$ cat src/rtl/dma_fifo_pkg.sv
// Shared constants and types for the 8 x 32-bit byte-addressable DMA FIFO.
// Byte lanes are big-endian: lane 0 is bits 31:24 and lane 3 is bits 7:0.
package dma_fifo_pkg;

  localparam int FIFO_DEPTH = 8;
  localparam int PTR_W      = 3;
  localparam int CNT_W      = 4;
  localparam int WORD_W     = 32;
  localparam int BYTE_W     = 8;
  localparam int LANES      = 4;
  localparam int BO_W       = 2;

  localparam logic [BO_W-1:0]  LANE_FIRST = 2'd0;
  localparam logic [BO_W-1:0]  LANE_LAST  = 2'd3;
  localparam logic [CNT_W-1:0] CNT_FULL   = CNT_W'(FIFO_DEPTH);

  typedef logic [PTR_W-1:0] ptr_t;
  typedef logic [CNT_W-1:0] cnt_t;
  typedef logic [BO_W-1:0]  lane_t;

  typedef struct packed {
    ptr_t              addr;
    logic [LANES-1:0]  be;    // be[i] enables bits i*8 +: 8
    logic [WORD_W-1:0] data;
  } ram_wr_t;

  function automatic logic [BYTE_W-1:0] lane_byte(input logic [WORD_W-1:0] word,
                                                  input lane_t lane);
    lane_byte = word[(LANES - 1 - int'(lane)) * BYTE_W +: BYTE_W];
  endfunction

  function automatic logic [LANES-1:0] lane_enable(input lane_t lane);
    lane_enable = 4'b1000 >> lane;
  endfunction

endpackage

$ cat src/rtl/dma_fifo_ram.sv
// 8 x 32 FIFO storage: one byte-wide memory per lane, synchronous write,
// asynchronous read. No reset so it can map onto distributed memory.
module fifo_ram
  import dma_fifo_pkg::*;
(
  input  logic              CLK,
  input  ram_wr_t           wr,
  input  ptr_t              rd_addr,
  output logic [WORD_W-1:0] rd_data
);

  genvar gi;
  generate
    for (gi = 0; gi < LANES; gi++) begin : g_lane
      logic [BYTE_W-1:0] lane_mem [FIFO_DEPTH];

      always_ff @(posedge CLK) begin
        if (wr.be[gi]) begin
          lane_mem[wr.addr] <= wr.data[gi*BYTE_W +: BYTE_W];
        end
      end

      assign rd_data[gi*BYTE_W +: BYTE_W] = lane_mem[rd_addr];
    end
  endgenerate

endmodule

$ cat src/rtl/dma_fifo.sv
// DMA longword FIFO between a byte-serial SCSI side and a 32-bit host side:
// pointer, byte-pointer and occupancy control around the fifo_ram storage.
module dma_fifo
  import dma_fifo_pkg::*;
(
  input  logic              CLK,
  input  logic              nRESET,
  input  logic              FLUSH,
  input  logic              INCBO,
  input  logic              INCNI,
  input  logic              INCNO,
  input  logic              RIFIFO,
  input  logic              RDFIFO,
  input  logic              BWR,
  input  logic [BYTE_W-1:0] SD_IN,
  output logic [BYTE_W-1:0] SD_OUT,
  input  logic              H_WR,
  input  logic              H_RD,
  input  logic [WORD_W-1:0] H_DIN,
  output logic [WORD_W-1:0] H_DOUT,
  output logic              BOEQ3,
  output logic              FIFOFULL,
  output logic              FIFOEMPTY
);

  ptr_t    ni_reg, ni_next;
  ptr_t    no_reg, no_next;
  lane_t   bo_reg, bo_next;
  cnt_t    count_reg, count_next;
  logic    inc_req, dec_req, inc_ok, dec_ok;
  logic    host_wr, host_rd;
  ram_wr_t ram_wr;
  logic [WORD_W-1:0] rd_word;

  always_comb begin
    inc_req = RIFIFO | H_WR;
    dec_req = RDFIFO | H_RD;
    // An opposite request in the same cycle frees or fills the slot, so the
    // full/empty limits only block a lone increment or decrement.
    inc_ok  = inc_req & ((count_reg != CNT_FULL) | dec_req);
    dec_ok  = dec_req & ((count_reg != '0) | inc_req);
    host_wr = H_WR & inc_ok & ~FLUSH;
    host_rd = H_RD & dec_ok;

    ni_next    = ni_reg + ptr_t'(INCNI | host_wr);
    no_next    = no_reg + ptr_t'(INCNO | host_rd);
    bo_next    = bo_reg + lane_t'(INCBO);
    count_next = count_reg;
    if (inc_ok && !dec_ok) begin
      count_next = count_reg + cnt_t'(1);
    end else if (dec_ok && !inc_ok) begin
      count_next = count_reg - cnt_t'(1);
    end

    ram_wr      = '0;
    ram_wr.addr = ni_reg;
    if (host_wr) begin
      ram_wr.be   = '1;
      ram_wr.data = H_DIN;
    end else if (BWR && !H_WR && !FLUSH) begin
      ram_wr.be   = lane_enable(bo_reg);
      ram_wr.data = {LANES{SD_IN}};
    end

    if (FLUSH) begin
      ni_next    = '0;
      no_next    = '0;
      bo_next    = '0;
      count_next = '0;
    end
  end

  always_ff @(posedge CLK or negedge nRESET) begin
    if (!nRESET) begin
      ni_reg    <= '0;
      no_reg    <= '0;
      bo_reg    <= '0;
      count_reg <= '0;
    end else begin
      ni_reg    <= ni_next;
      no_reg    <= no_next;
      bo_reg    <= bo_next;
      count_reg <= count_next;
    end
  end

  fifo_ram u_ram (
    .CLK     (CLK),
    .wr      (ram_wr),
    .rd_addr (no_reg),
    .rd_data (rd_word)
  );

  assign H_DOUT    = rd_word;
  assign SD_OUT    = lane_byte(rd_word, bo_reg);
  assign BOEQ3     = (bo_reg == LANE_LAST);
  assign FIFOFULL  = (count_reg == CNT_FULL);
  assign FIFOEMPTY = (count_reg == '0);

endmodule

$ cat config.mk
export PLATFORM = sky130hd
export DESIGN_NAME = dma_fifo
export DESIGN_NICKNAME = d
export VERILOG_FILES = /design/src/rtl/dma_fifo_pkg.sv /design/src/rtl/dma_fifo_ram.sv /design/src/rtl/dma_fifo.sv
export SDC_FILE = /design/constraint.sdc
export NUM_CORES = 1
export LEC_CHECK = 0
export BUFFER_PORTS_ARGS = -buffer_cell sky130_fd_sc_hd__buf_2
export CORE_ASPECT_RATIO = 1.4
export CORE_MARGIN = 5
export CORE_UTILIZATION = 60
export CTS_BUF_LIST = sky130_fd_sc_hd__clkbuf_16
export DETAILED_ROUTE_END_ITERATION = 16
export GPL_ROUTABILITY_DRIVEN = 0
export PLACE_DENSITY = 0.91
export SLEW_MARGIN = 40
export SYNTH_ARGS = -nofsm -noshare
export SYNTH_HDL_FRONTEND = slang
export SYNTH_SLANG_ARGS = --single-unit
$ cat constraint.sdc
create_clock -name CLK -period 5.2 [get_ports CLK]
set_input_delay 0.78 -clock CLK [delete_from_list [all_inputs] [get_ports CLK]]
set_output_delay 0.78 -clock CLK [all_outputs]
set_load 0.02 [all_outputs]
### After elaboration in Yosys (flattened, before gate mapping)

Memory sizes are Yosys's and may differ from the RTL's.
Index checks and enable logic that the tools add are counted.

| storage, ports and cells | value |
|---|---|
| register bits after elaboration | 12 |
| bits in writable memories | 256 |
| output and inout bits | 43 |
| word-level logic and storage cells | 58 |
| memories kept | 4 |

| operators by class | value |
|---|---|
| $add $sub $neg | 6 |
| equal/unequal tests | 3 |
| shift operators | 2 |
| multiplexer cells | 16 |
| bitwise gates (word level) | 12 |
| reduce and logical (&&, ||, !) cells | 11 |

Memories:

| memory | depth | width | read ports | clocked after memory_dff | wr ports | RTL line | source |
|---|---|---|---|---|---|---|---|
| u_ram.g_lane[0].lane_mem | 8 | 8 | 1 | 0 | 1 | dma_fifo_ram.sv:15 | `logic [BYTE_W-1:0] lane_mem [FIFO_DEPTH];` |
| u_ram.g_lane[1].lane_mem | 8 | 8 | 1 | 0 | 1 | dma_fifo_ram.sv:15 |  |
| u_ram.g_lane[2].lane_mem | 8 | 8 | 1 | 0 | 1 | dma_fifo_ram.sv:15 |  |
| u_ram.g_lane[3].lane_mem | 8 | 8 | 1 | 0 | 1 | dma_fifo_ram.sv:15 |  |

Operators with widths:

| cell | count |
|---|---|
| 2-to-1 mux 36 bit | 2 |
| indexed part select 32 x 6 -> 8 bit | 1 |
| 2-to-1 mux 4 bit | 3 |
| 2-to-1 mux 1 bit | 8 |
| adder 3 x 1 -> 3 bit | 2 |
| 2-to-1 mux 3 bit | 2 |
| OR 1 bit | 6 |
| bitwise AND 1 bit | 5 |
| adder 4 x 1 -> 4 bit, second input constant | 1 |
| equality test 4 bit, second input constant | 1 |
| logical AND 1 bit | 4 |
| zero test 1 bit | 4 |
| zero test 4 bit | 1 |
| inequality test 4 bit, second input constant | 1 |
| nonzero test 4 bit | 1 |
| right shift 4 x 2 -> 4 bit, first input constant | 1 |
| subtractor 4 x 1 -> 4 bit, second input constant | 1 |
| nonzero test 3 bit | 1 |
| subtractor 2 x 2 -> 3 bit, first input constant | 1 |
| adder 2 x 1 -> 2 bit | 1 |
| equality test 2 bit, second input constant | 1 |
| 2-to-1 mux 2 bit | 1 |
| NOT 1 bit | 1 |

### Longest topological paths before layout

Gate-level depths: netlist of run 1.

| depth | value |
|---|---|
| word-level depth | 8 |
| depth in mapped cells | 8 |
| mapped depth without buffers | 8 |

### Cells and area by module

A second synthesis of run 1 with hierarchy kept.

| unflattened totals | value |
|---|---|
| cell total of the unflattened synthesis | 593 |
| area total of the unflattened synthesis | 11,313.4 µm² |

Modules (own cells, without submodules):

| module | times used | cells each | area an instance (µm²) |
|---|---|---|---|
| fifo_ram | 1 | 417 | 9,960.8 |
| dma_fifo | 1 | 176 | 1,352.5 |

### Least setup slack after synthesis of run 1

OpenSTA, ideal clock, no wires.

| path | value |
|---|---|
| path type | flip-flop to output port |
| from | reg no_reg[0] |
| to | out SD_OUT[3] |
| arrival | 1,818 ps |
| slack | 2,602 ps |
| stages on the path, launching flop included | 7 |
| cells stage by stage | dfrtp_1 > buf_6 > buf_6 > mux4_1 > mux2_2 > o22ai_1 > nor2_1 |

| on the way | value |
|---|---|
| word-level cells in the longest chain between the ends | 2 |
| elaborated cells on any way between the ends | 5 |
| classes of those cells | 1 x shift; 4 x memory |

RTL lines:

| what | RTL line | source |
|---|---|---|
| from (decl) | dma_fifo.sv:27 | `ptr_t no_reg, no_next;` |
| from (signal assigned) | dma_fifo.sv:81 | `no_reg <= no_next;` |
| memory read (8 x 8 bit) | -- |  |
| via H_DOUT[11] | dma_fifo.sv:20 | `output logic [WORD_W-1:0] H_DOUT,` |
| indexed part select 32 x 6 -> 8 bit | dma_fifo_pkg.sv:29 | `lane_byte = word[(LANES - 1 - int'(lane)) * BYTE_W +: BYTE_W];` |
| to (decl) | dma_fifo.sv:16 | `output logic [BYTE_W-1:0] SD_OUT,` |

The timed path passes the listed nets, and every way through them passes these cells.

### Worst setup path in the final report of run 1

| path | value |
|---|---|
| from | reg no_reg[0] |
| to | out SD_OUT[4] |

| on the way | value |
|---|---|
| word-level cells in the longest chain between the ends | 2 |
| elaborated cells on any way between the ends | 5 |
| classes of those cells | 1 x shift; 4 x memory |

RTL lines:

| what | RTL line |
|---|---|
| memory read (8 x 8 bit) | -- |
| indexed part select 32 x 6 -> 8 bit (*) | dma_fifo_pkg.sv:29 |

Mark *: on every way between the ends. The rest lies on a longest branch, timed or not.

==> metrics.log, run 1 <==
[metrics] outcome: finished clean
[metrics] clk sinks: about 270
[metrics] GRT Util Overall: 25.7%
[metrics] highest fanout seen on the critical path: 35
[metrics] Synth Area per Inst: 19.8 sq um
[metrics] Synth-to-Final Area Change: 14.4%
[metrics] total routed wirelength: around 28000 um
[metrics] initial core utilization: 61.2%
[metrics] Worst Hold Class: in -> async
[metrics] std cell rows: slightly below 60
[metrics] combined area of all synthesized cells: 11100 sq um
[metrics] Yosys warnings: 0
[metrics] sort of element at the end of the critical path: output pin
[metrics] setup total negative slack: 0 ns
[metrics] required time of the worst setup path: 4.42 ns
[metrics] met3 Usage GRT: around 5.2%
[metrics] worst-case clock buffer depth: 3
[metrics] number of vias in the routed layout: 6306
[metrics] clock latency at the later pin of the worst-skew pair: 0.51 ns
[metrics] launch point of the worst path: no_reg[0]$_DFF_PN0_
[metrics] most congested layer reported by global routing: met2
[metrics] post-CTS setup-driven buffer insertion count: 0
[metrics] Overflow after GRT: 0
[metrics] number of synthesized flops with an enable pin: 256
[metrics] count of antenna-violating nets left after detailed routing: 0
[metrics] number of placed I/O pins: 94
[metrics] Slew Limit Headroom: 40.2%
[metrics] met2 track utilization from global routing: 43.0%
[metrics] net count reported at finish: 715
[metrics] part of the Yosys area used for sequential elements: 72.3%
[metrics] global-route wire length before repair: 40400 um
[metrics] Port Buffer Count: between 90 and 100
[metrics] Die X: 125 um
[metrics] cells resized by post-CTS repair: 0
[metrics] area of the die: approximately 21000 sq um
[metrics] initial antenna violation count: 0
[metrics] start of the worst register-to-register path: count_reg[1]$_DFFE_PN0P_
[metrics] vias in the first global route: 6411
[metrics] total CTS buffers: 23
[metrics] Clock Root Buffer: sky130_fd_sc_hd__clkbuf_16
[metrics] most common cell after layout, fill and taps aside: sky130_fd_sc_hd__edfxtp_1
[metrics] time the worst path needs with I/O delays and setup: a little over 4 ns
[metrics] area of the core: approximately 18000 sq um
[metrics] worst IR drop on VDD: 0.216 mV
[metrics] share of synthesized registers carrying an async set or reset: between 4 and 5%
[metrics] first-pass detailed-route iteration total: 7
[metrics] clock tree from TritonCTS: built
[metrics] pin slew with the least headroom to its limit: about 0.9 ns
[metrics] H-tree depth reported by CTS: 1
[metrics] Setup CP Type: reg -> out
[metrics] Avg WL per Cell: 30.7 um
[metrics] fraction of the cycle the final worst path needs: 78.8%
[metrics] clock input transition at the sequential cells of the worst setup and hold paths: roughly 0.07 ns
[metrics] final setup violation count: 0
[metrics] top library cells by usage in the layout, fill and taps aside: sky130_fd_sc_hd__edfxtp_1, sky130_fd_sc_hd__buf_2, sky130_fd_sc_hd__mux4_2
[metrics] fin. max-slew vios: 0
[metrics] number of register bits inferred by synthesis: 268
[metrics] cell taking the most area after synthesis: sky130_fd_sc_hd__edfxtp_1
[metrics] DIE HEIGHT: between 150 and 200 um
[metrics] synth top area cells: sky130_fd_sc_hd__edfxtp_1, sky130_fd_sc_hd__mux4_2, sky130_fd_sc_hd__mux2_2, sky130_fd_sc_hd__dfrtp_1, sky130_fd_sc_hd__mux4_1
[metrics] half-perimeter wire length after detailed placement: around 17000 um
[metrics] Setup Skew: roughly 0.013 ns
[metrics] number of max-capacitance violations reported: 0
[metrics] count of mapped cells out of synthesis: between 500 and 600
[metrics] routed vias/inst: 6.92
[metrics] areal power density over the cells: 404 nW/um^2
[metrics] ratio of cells with drive above 1 in the final layout: 38.3%
[metrics] Synth top area share: around 70%
[metrics] maximum number of pins on one net before global-route repair: 36
[metrics] arrival time worst endpoint: 3.32 ns
[metrics] static leakage: approximately 0.0043 uW
[metrics] synth unique cells: 38
[metrics] final number of hold-violating endpoints: 0
[metrics] worst hold slack across all endpoints: 0.140 ns
[metrics] DRC violation count after routing: 0
[metrics] Inserted Diodes: 0
[metrics] RSZ-0062 raised after global routing: no
[metrics] Post-Syn Nets: about 620
[metrics] Post-CTS Hold Buffers: 0
[metrics] Max Clock Freq: between 200 and 250 MHz
[metrics] Iter 0 DRT Violations: 902
[metrics] Top FF cell, synth: sky130_fd_sc_hd__edfxtp_1
[metrics] met1 Usage GRT: 32.9%
[metrics] max reg flops: ~260
[metrics] Worst Setup Start Kind: flop
## kinds of logic after synthesis
family	Yosys count	synth area share, %
XOR/XNOR	6	0.475
flip-flops	268	72.3
adder cells (fa/ha/maj)	8	0.973
AND/OR/NAND/NOR	83	3.48
buffers and inverters	36	1.70
multiplexers	97	16.9
AO/OA/AOI/OAI	61	4.20
## synthesized netlist by cell type (all sizes together), types with 3 or more instances
master  number
or2          3
nor2b        5
edfxtp     256
dfrtp       12
o22ai       16
nand2        6
mux2        32
nand3b       3
inv          7
a22o        32
buf         15
nor2        49
nand3        4
clkbuf      14
a21oi        7
xnor2        5
mux4        65
ha           7
## final cells by class
class,instances,area (sq um)
flip-flops and latches,268,7990
fillers,1004,5430
multi-input cells,255,2970
clock buffers,23,576
repair buffers,101,538
well taps,240,300
clock inverters,17,243
inverters,7,26.3
## through the flow
| step | power, uW | worst slack, ns | cell area (sq um) | util (%) | instances |
|---|---|---|---|---|---|
| 2_1_floorplan | 3010 | 2.60 | 11100 | - | 559 |
| 3_3_place_gp | 3230 | 1.74 | 11800 | 65.0 | 871 |
| 3_5_place_dp | 3260 | 1.69 | 11800 | 65.1 | 871 |
| 4_1_cts | 5090 | 1.13 | 12600 | 69.6 | 911 |
| 5_1_grt | 5240 | 0.964 | 12600 | 70.0 | 911 |
| 6_report | 5110 | 1.10 | 12600 | 70.0 | 911 |
## worst max-delay path: stages, from the launching register on
cell and delay [ns]:
sky130_fd_sc_hd__dfrtp_4 0.89, sky130_fd_sc_hd__buf_12 0.34, sky130_fd_sc_hd__mux4_2 0.58, sky130_fd_sc_hd__mux2_2 0.31, sky130_fd_sc_hd__o22ai_1 0.41, sky130_fd_sc_hd__nor2_1 0.10, sky130_fd_sc_hd__buf_2 0.18
## power by group
group / switching [uW] / total [uW] / leakage (uW) / internal (uW)
logic: 452 / 755 / 0.00136 / 303
clock network: 760 / 1870 / 0.000415 / 1110
registers: 59.3 / 2480 / 0.00252 / 2430
total: 1270 / 5110 / 0.00430 / 3840
## layer usage
metal,routed length [um],vias to the layer above,share of wire [%]
li1,-,2502,-
met1,9320,3146,33
met2,13800,551,49
met3,3300,107,12
met4,1570,0,5.6
met5,0,-,0
## path summary, 6_finish.rpt
kind | to | slack (ns) | cells after the start
min in group CLK | count_reg[2]$_DFFE_PN0P_ | 0.60 | 2
hold / removal | count_reg[2]$_DFFE_PN0P_ | 0.14 | 1
setup reg to reg | u_ram.g_lane[0].lane_mem[5][1]$_DFFE_PP_ | 2.19 | 5
max in group asynchronous | no_reg[0]$_DFF_PN0_ | 4.82 | 1
setup / recovery | SD_OUT[4] | 1.10 | 6
hold reg to reg | count_reg[2]$_DFFE_PN0P_ | 0.60 | 2
(Power assumes the default switching activity.)
==> run 2: changes to the inputs <==
--- a/config.mk
+++ b/config.mk
@@ -5,6 +5,7 @@
 export SDC_FILE = /design/constraint.sdc
 export NUM_CORES = 1
 export LEC_CHECK = 0
+export ABC_AREA = 1
 export BUFFER_PORTS_ARGS = -buffer_cell sky130_fd_sc_hd__buf_2
 export CORE_ASPECT_RATIO = 1.4
 export CORE_MARGIN = 5
==> constraint.sdc (replaced) <==
create_clock -name CLK -period 4.1 [get_ports CLK]
set_input_delay 0.615 -clock CLK [delete_from_list [all_inputs] [get_ports CLK]]
set_output_delay 0.615 -clock CLK [all_outputs]
set_load 0.02 [all_outputs]
==> run 2 against run 1 <==
Effect of this change: core utilization is 2.3 points lower; flip-flop and latch count stayed put; worst setup slack worse by 0.49 ns; critical path depth is 4 higher; synthesized area is 12% higher; sequential power is 26% higher; critical path type unchanged.
==> metrics.log, run 2 <==
[metrics] Post-Syn Nets: 1346
[metrics] synth top area cells: sky130_fd_sc_hd__edfxtp_1, sky130_fd_sc_hd__nand2_1, sky130_fd_sc_hd__nand3_1, sky130_fd_sc_hd__inv_1, sky130_fd_sc_hd__dfrtp_1
[metrics] number of placed I/O pins: 94
[metrics] fin. max-slew vios: 0
[metrics] Setup Skew: about 0.022 ns
[metrics] count of antenna-violating nets left after detailed routing: 0
[metrics] RSZ-0062 raised after global routing: no
[metrics] Clock Root Buffer: sky130_fd_sc_hd__clkbuf_16
[metrics] most common cell after layout, fill and taps aside: sky130_fd_sc_hd__nand2_1
[metrics] Synth-to-Final Area Change: 11.4%
[metrics] clock latency at the later pin of the worst-skew pair: 0.53 ns
[metrics] met2 WL post-DR: 16700 um
[metrics] vias in the first global route: 9430
[metrics] Worst path depth: 10
[metrics] final setup violation count: 0
[metrics] count of cells along the worst hold path: 2
[metrics] clk sinks: 268
[metrics] post-CTS setup-driven buffer insertion count: 0
[metrics] fraction of the cycle the final worst path needs: 85.0%
[metrics] most repeated library cell on the critical path: sky130_fd_sc_hd__nand2_1
[metrics] delay-heaviest family, CP: buffers and inverters
[metrics] setup total negative slack: 0 ns
[metrics] cell taking the most area after synthesis: sky130_fd_sc_hd__edfxtp_1
[metrics] arrival time worst endpoint: 2.87 ns
[metrics] Iter 0 DRT Violations: 1646
[metrics] Slew Limit Headroom: 43.2%
[metrics] Overflow after GRT: 0
[metrics] Avg WL per Cell: 20.7 um
[metrics] max reg flops: 256
[metrics] final number of hold-violating endpoints: 0
[metrics] Synth top area share: 62.0%
[metrics] dpl cell area: around 13000 sq um
[metrics] synth unique cells: 27
[metrics] number of register bits inferred by synthesis: ~270
[metrics] number of synthesized flops with an enable pin: 256
[metrics] highest fanout seen on the critical path: 63
[metrics] initial antenna violation count: 0
[metrics] routed wire length on met3: just under 4000 um
[metrics] final-layout fill cell count: 1398
[metrics] Top FF cell, synth: sky130_fd_sc_hd__edfxtp_1
[metrics] Yosys warnings: 0
[metrics] number of vias in the routed layout: 9561
[metrics] Worst Hold Class: in -> reg
[metrics] ratio of cells with drive above 1 in the final layout: between 10% and 20%
[metrics] cell-by-cell trace of the critical path: buf_4, nand2_1, nand2_1, nand2_1, nand3_1, nand3_1, nand2_1, inv_1, nand2_1, buf_2
[metrics] combined area of all synthesized cells: ~12000 sq um
[metrics] GRT Util Overall: 27.3%
[metrics] top library cells by usage in the layout, fill and taps aside: sky130_fd_sc_hd__nand2_1, sky130_fd_sc_hd__edfxtp_1, sky130_fd_sc_hd__inv_1
[metrics] part of the Yosys area used for sequential elements: roughly 64%
[metrics] crit path max-delay cell type: sky130_fd_sc_hd__dfrtp_4
[metrics] routed vias/inst: 5.85
[metrics] slowest stage delay, CP: approximately 0.70 ns
[metrics] area of the core: 20400 sq um
[metrics] area of the die: around 24000 sq um
[metrics] pin slew with the least headroom to its limit: 0.849 ns
[metrics] Max Clock Freq: 287 MHz
[metrics] Inserted Diodes: 0
[metrics] initial core utilization: 60.7%
[metrics] static leakage: approximately 0.0062 uW
[metrics] half-perimeter wire length after detailed placement: 21300 um
[metrics] sort of element at the end of the critical path: output pin
[metrics] required time of the worst setup path: 3.48 ns
[metrics] Setup CP Type: reg -> out
[metrics] leading cell type by number of instances after synthesis: sky130_fd_sc_hd__nand2_1
[metrics] count of mapped cells out of synthesis: approximately 1300
[metrics] Met1 Wirelength: 11200 um
[metrics] number of max-capacitance violations reported: 0
[metrics] first-pass detailed-route iteration total: 9
[metrics] final cell area excluding filler cells: about 14000 sq um
[metrics] worst-case clock buffer depth: 3
[metrics] Critical path buffers and inverters: 3
[metrics] total routed wirelength: 33800 um
[metrics] net count reported at finish: 1421
[metrics] worst IR drop on VDD: 0.263 mV
[metrics] Port Buffer Count: 93
[metrics] outcome: finished clean
[metrics] total CTS buffers: 23
[metrics] share of synthesized registers carrying an async set or reset: 4.48%
[metrics] time the worst path needs with I/O delays and setup: 3.49 ns
[metrics] DRC violation count after routing: 0
[metrics] clock input transition at the sequential cells of the worst setup and hold paths: 0.07 ns
[metrics] highest signal layer in the routed design: met4
[metrics] Synth Area per Inst: 9.63 sq um
[metrics] Worst R2R Path Depth: 8
[metrics] Die X: 131 um
[metrics] global-route wire length before repair: roughly 50000 um
[metrics] areal power density over the cells: 481 nW/um^2
[metrics] DIE HEIGHT: 180 um
[metrics] std cell rows: 62
[metrics] maximum number of pins on one net before global-route repair: 69
[metrics] clock tree from TritonCTS: built
[metrics] H-tree depth reported by CTS: 1
[metrics] Worst Setup Start Kind: flop
[metrics] most instantiated cells after synthesis: sky130_fd_sc_hd__nand2_1, sky130_fd_sc_hd__edfxtp_1, sky130_fd_sc_hd__inv_1, sky130_fd_sc_hd__nand3_1, sky130_fd_sc_hd__nor2_1
-- run 2: changes by cell type after synthesis, sizes merged, moves of 31 or more --
cell,before,now
a22o,32,0
and2,1,32
buf,15,50
inv,7,201
mux2,32,0
mux4,65,0
nand2,6,472
nand3,4,189
-- run 2: layer usage --
layer  global-route usage [%]  vias to the layer above
li1                         -                     4257
met4                     14.7                        0
met1                     33.3                     4402
met2                     46.4                      774
met5                        0                        -
met3                     4.86                      128
-- run 2: final timing paths --
| path | startpoint | to | slack [ns] |
|---|---|---|---|
| setup / recovery | no_reg[0]$_DFF_PN0_ | SD_OUT[0] | 0.61 |
| hold / removal | FLUSH | no_reg[1]$_DFF_PN0_ | 0.37 |
| setup reg to reg | count_reg[1]$_DFFE_PN0P_ | u_ram.g_lane[0].lane_mem[3][4]$_DFFE_PP_ | 1.67 |
| hold reg to reg | count_reg[2]$_DFFE_PN0P_ | count_reg[2]$_DFFE_PN0P_ | 0.55 |
| max in group asynchronous | nRESET | no_reg[0]$_DFF_PN0_ | 3.33 |
| min in group asynchronous | nRESET | no_reg[2]$_DFF_PN0_ | 0.50 |
-- run 2: kinds of logic (layout without fill, tap and decap cells) --
family                     count (synthesis)  after routing  synth area share [%]
and+or+nand+nor                          743            743                  25.2
DFF                                      268            268                  64.5
buffers and inverters                    255            346                  8.39
AOI/OAI and AO/OA                         10             10                 0.818
adders and majority gates                  8              8                 0.868
xor gates and xnor gates                   3              3                 0.212
-- run 2: final cells by class --
class	count	area (sq um)	share of cell area (%)
repair buffers	104	563	4.08
well taps	256	320	2.32
multi-input cells	764	3430	24.8
inverters	201	759	5.50
clock buffers	23	576	4.17
flip-flops and latches	268	7990	57.9
clock inverters	18	159	1.15
-- run 2: power breakdown --
part | switching, uW | internal [uW] | leakage, uW
Clock | 965 | 1210 | 0.000378
Combinational | 949 | 380 | 0.00329
Sequential | 51.1 | 3080 | 0.00252
-- run 2: timing repair --
item | CTS | global route
endpoints found under the hold margin | 12 | 0
hold buffers | 1 | 0
gates resized for setup | 0 | 0
-- run 2: through the flow --
step	setup WS (ns)	total power, uW	hold WS (ns)	util (%)	std cells
3_3_place_gp	1.29	4420	0.498	63.7	1592
5_1_grt	0.481	6840	0.381	67.6	1634
6_report	0.614	6640	0.371	67.6	1634
3_5_place_dp	1.27	4470	0.509	63.8	1592
4_1_cts	0.657	6590	0.370	67.4	1634
2_1_floorplan	2.03	4040	0.319	-	1287
